**src/rtl/bcd_to_bin_converter.sv**
```systemverilog
// bcd_to_bin_converter
//   Sequential reverse double-dabble: converts a DIGITS-digit packed BCD value
//   into binary, resolving one result bit per clock (BIN_W shift cycles).
//
// Ports
//   sysclk   in   system clock, rising edge
//   reset    in   synchronous active-high reset
//   start    in   conversion request, sampled only in IDLE
//   bcd_in   in   packed digits, most significant digit in the top nibble
//   busy     out  high while shifting
//   done     out  one-cycle pulse when bin_out/err are valid
//   err      out  a latched digit was > 9; held until the next accepted start
//   bin_out  out  converted value; held until the next accepted start
module bcd_to_bin_converter #(
  parameter int DIGITS = 5,
  parameter int BIN_W  = 17
) (
  input  logic                  sysclk,
  input  logic                  reset,
  input  logic                  start,
  input  logic [4*DIGITS-1:0]   bcd_in,
  output logic                  busy,
  output logic                  done,
  output logic                  err,
  output logic [BIN_W-1:0]      bin_out
);

  localparam int BCD_W = 4 * DIGITS;
  localparam int CNT_W = $clog2(BIN_W + 1);
  localparam logic [CNT_W-1:0] LAST_CNT = CNT_W'(BIN_W - 1);

  typedef enum logic [1:0] {
    S_IDLE,
    S_SHIFT,
    S_DONE
  } state_e;

  state_e             state_q;
  logic [BCD_W-1:0]   bcd_q;
  logic [BIN_W-1:0]   acc_q;
  logic [CNT_W-1:0]   cnt_q;
  logic               busy_q;
  logic               done_q;
  logic               err_q;
  logic [BIN_W-1:0]   bin_q;

  logic [BCD_W-1:0]   bcd_d;
  logic [BIN_W-1:0]   acc_d;
  logic               bad_digit;

  // One shift step: move the pair right by one, then pull each nibble that
  // landed at >= 8 back down by 3 (undoes the x2 carry of a decimal digit).
  always_comb begin
    {bcd_d, acc_d} = {bcd_q, acc_q} >> 1;
    for (int unsigned i = 0; i < DIGITS; i++) begin
      if (bcd_d[4*i +: 4] >= 4'd8) begin
        bcd_d[4*i +: 4] = bcd_d[4*i +: 4] - 4'd3;
      end
    end
  end

  always_comb begin
    bad_digit = 1'b0;
    for (int unsigned i = 0; i < DIGITS; i++) begin
      if (bcd_in[4*i +: 4] > 4'd9) begin
        bad_digit = 1'b1;
      end
    end
  end

  always_ff @(posedge sysclk) begin
    if (reset) begin
      state_q <= S_IDLE;
      bcd_q   <= '0;
      acc_q   <= '0;
      cnt_q   <= '0;
      busy_q  <= 1'b0;
      done_q  <= 1'b0;
      err_q   <= 1'b0;
      bin_q   <= '0;
    end else begin
      case (state_q)
        S_IDLE: begin
          done_q <= 1'b0;
          if (start) begin
            bcd_q <= bcd_in;
            acc_q <= '0;
            cnt_q <= '0;
            bin_q <= '0;
            err_q <= bad_digit;
            if (bad_digit) begin
              busy_q  <= 1'b0;
              state_q <= S_DONE;
            end else begin
              busy_q  <= 1'b1;
              state_q <= S_SHIFT;
            end
          end
        end
        S_SHIFT: begin
          bcd_q <= bcd_d;
          acc_q <= acc_d;
          cnt_q <= cnt_q + 1'b1;
          if (cnt_q == LAST_CNT) begin
            bin_q   <= acc_d;
            busy_q  <= 1'b0;
            done_q  <= 1'b1;
            state_q <= S_DONE;
          end
        end
        S_DONE: begin
          // The error path enters DONE with done_q low, so it spends one
          // extra cycle here and pulses done in the cycle after edge k+1.
          if (done_q) begin
            done_q  <= 1'b0;
            state_q <= S_IDLE;
          end else begin
            done_q  <= 1'b1;
          end
        end
        default: begin
          state_q <= S_IDLE;
          busy_q  <= 1'b0;
          done_q  <= 1'b0;
        end
      endcase
    end
  end

  assign busy    = busy_q;
  assign done    = done_q;
  assign err     = err_q;
  assign bin_out = bin_q;

endmodule

```
**config.mk**
```make
export PLATFORM = sky130hd
export DESIGN_NAME = bcd_to_bin_converter
export DESIGN_NICKNAME = d
export VERILOG_FILES = /design/src/rtl/bcd_to_bin_converter.sv
export SDC_FILE = /design/constraint.sdc
export NUM_CORES = 1
export LEC_CHECK = 0
export CELL_PAD_IN_SITES_DETAIL_PLACEMENT = 1
export CELL_PAD_IN_SITES_GLOBAL_PLACEMENT = 1
export CORE_AREA = 3 3 90 92
export DETAILED_ROUTE_END_ITERATION = 8
export DIE_AREA = 0 0 93 95
export PLACE_DENSITY = 0.82
export SLEW_MARGIN = 20
export SYNTH_ARGS = -nofsm -noshare
export SYNTH_HDL_FRONTEND = slang
export SYNTH_SLANG_ARGS = --single-unit
```
**constraint.sdc**
```tcl
create_clock -name sysclk -period 2 [get_ports sysclk]
set_input_delay 0.4 -clock sysclk [delete_from_list [all_inputs] [get_ports sysclk]]
set_output_delay 0.4 -clock sysclk [all_outputs]
set_load 0.005 [all_outputs]
```
==> metrics.txt <==
met3 layer usage reported by global route=4.54%; Residual DRC=0; buffers from clock root to sink, at most=2; nets=427; Die Footprint=8840 um2; type of the worst setup path=reg -> reg; routed len/inst=15.2 um; unrepaired setup endpoints after global routing=no; number of max-slew violations in the final report=0; last weighted congestion value of the routability-driven placer=0.803; most common flop cell mapped by yosys=dfxtp_1; max_cap viols=0; detailed-route wire length=7.55 mm; Reg area=1260 um2; CTS tree=yes; height of the die=95 um; share of final-layout standard cells stronger than drive strength 1=8.84%; detail-routed via count per cell=5.15; worst hold path depth=2; register clock-pin slew on the reported worst setup and hold paths=70 ps; critical path launch point type=flop; achievable frequency=0.531 GHz; filler cell count in the final layout=895; Std-Cell Core Area=7290 um2; total area of multi-input combinational cells=1580 um2; global routing met1 resource utilization=22.1%; Tot GR Track Use=18.6%; cell area power density=858 nW/um2; Design Power=0.00323 W; total number of clock tree sinks=63; initial standard-cell utilization of the core=41.0%; highest fanout seen on the critical path=22; slew at the pin closest to its max-slew limit=398 ps; number of flops mapped to enable cells by yosys=0; fin crit share=94.1%; final hold violations=0; wire length of the first global-routing pass=12.9 mm; worst min-delay path category=in -> reg; H-tree Lvls=3; largest vdd supply drop=0.321 mV; number of rows created at floorplan=31; PortBufs=42; post-route antenna net violation count=0; remaining global-route overflow=0; result of the run=finished, final reports clean; met2 routing resource usage after global routing=31.8%; number of iterations in the first detailed-routing pass=4; area overhead of the layout relative to synthesis=26.1%; clock buffer count from CTS=9; worst reg2reg path depth=7; Iteration-0 DRC Markers=135; io pins=43; vias post-DR=2550; global-route layer with the greatest usage=met2; number of diodes added for antenna fixing=0; HPWL after DPL=5.19 mm; min Tclk post-route=1880 ps; synth unique cells=35; initial antenna violation count=0; Max-Slew Margin vs Limit=73.3%; cell area after synthesis=2990 um2; final worst clock skew=6.13 ps; via count of the first global-routing pass=2703; post-synthesis register bit count=63; post-place setup slack=-19.3 ps; share of the yosys chip area belonging to registers=42.2%; CTS root buffer=clkbuf_8; static power due to leakage=1.40 nW; signal arrival time at the worst endpoint=2110 ps; nature of the critical path endpoint=flop; source-to-sink clock delay at the later pin of the worst-skew pair=340 ps; cell count after placement=479; synthesized netlist net count=384; fin cells=495; critical path required time=2230 ps; final setup slack of the worst path=118 ps; cts-stage hold buffer count=0; async set-reset flop share out of synthesis=0%; setup-violating endpoint count in the final report=0; die span in x=93 um; syn avg cell area=8.59 um2; cell count after synthesis=348; Yosys Warn Count=0; pin count of the biggest net entering global routing=50
state kept, by name (all words and copies together), names as in the netlist:
name / cells
bcd_q: 20
bin_out: 17
acc_q: 16
cnt_q: 5
state_q: 2
busy: 1
done: 1
err: 1
per-layer routing:
layer / wire length [um] / part of all wire, %
met1: 3400 / 45
met2: 3820 / 51
met3: 247 / 3.3
met4: 77 / 1.0
met5: 0 / 0
final cells by class:
type                            count  share of cell area [%]
Multi-Input combinational cell    250                    41.9
Sequential cell                    63                    33.5
Timing Repair Buffer               54                    15.1
Clock buffer                       12                    3.85
Tap cell                           99                    3.29
Inverter                           13                    1.29
Clock inverter                      4                    1.19
cells by family after synthesis:
family                   count (synthesis)  share of synthesized area (%)
AO/OA/AOI/OAI                           73                           15.6
XOR/XNOR                                11                           3.22
adder cells (fa/ha/maj)                 13                           5.44
buffers and inverters                   35                           5.23
flip-flops                              63                           42.2
multiplexers                            24                           8.49
AND/OR/NAND/NOR                        129                           19.8
cell usage in the layout (no fill, tap or decap), types with 2 or more instances in the layout:
cell	instances
a211oi_1	11
o21ai_0	8
nor2_1	44
clkbuf_1	2
xnor2_1	8
buf_12	5
ha_2	2
inv_1	13
buf_4	7
o211ai_1	2
nor3_1	5
a2bb2oi_1	3
mux2i_1	22
xor2_1	3
a222oi_1	3
nor2b_1	7
dfxtp_1	63
and2_1	18
a21oi_1	34
nand4_1	2
a31oi_1	3
nand2_1	47
a211o_1	4
a31o_2	2
clkbuf_8	10
nand3_1	3
ha_1	11
clkinv_2	3
clkdlybuf4s50_1	41
path summary, 6_finish.rpt:
check,startpoint,endpoint,slack (ps)
max,state_q[0],bcd_q[3],120
min,reset,bcd_q[19],430
max reg2reg,state_q[0],bcd_q[3],120
min reg2reg,acc_q[6],acc_q[6],450
report_power, final:
part	total [W]	internal [W]	switching [W]
logic	0.000752	0.000351	0.000401
clock network	0.00109	0.000604	0.000486
registers	0.00139	0.00132	0.0000685
critical path, stage by stage, from the launching register on:
cell and delay [ps]:
dfxtp_1 320, inv_1 120, ha_2 300, mux2_2 410, buf_12 170, a31oi_1 180, a2bb2oi_1 200, nor2_1 60
cells in the mapped netlist (4+ instances only):
cell type  instances  share of area (%)
dfxtp_1           63                 42
nand2_1           47                5.9
nor2_1            44                5.5
a21oi_1           34                5.7
mux2i_1           22                7.4
and2_1            18                3.8
ha_1              13                5.4
inv_1             13                1.6
a211oi_1          11                2.8
clkbuf_1          11                1.4
buf_2              8                1.3
o21ai_0            8                1.3
xnor2_1            8                2.3
nor2b_1            7                1.5
nor3_1             5               0.84
a211o_1            4                1.2
per-stage QoR:
stage	area (um2)	util (%)	setup TNS [ps]	hold WS (ps)
finish	3770	51.7	0	434
global route	3770	51.7	0	432
CTS	3770	51.7	0	426
detailed placement	3580	49.1	-19.3	445
global placement	3580	49.1	0	435
floorplan	2990	-	0	427
timing repair:
item                                    4_1_cts  5_1_grt
endpoints found under the setup margin        0        6
gates resized for setup                       0        1
setup buffers                                 0        0
Note: power is estimated with default switching activity, not from simulation.
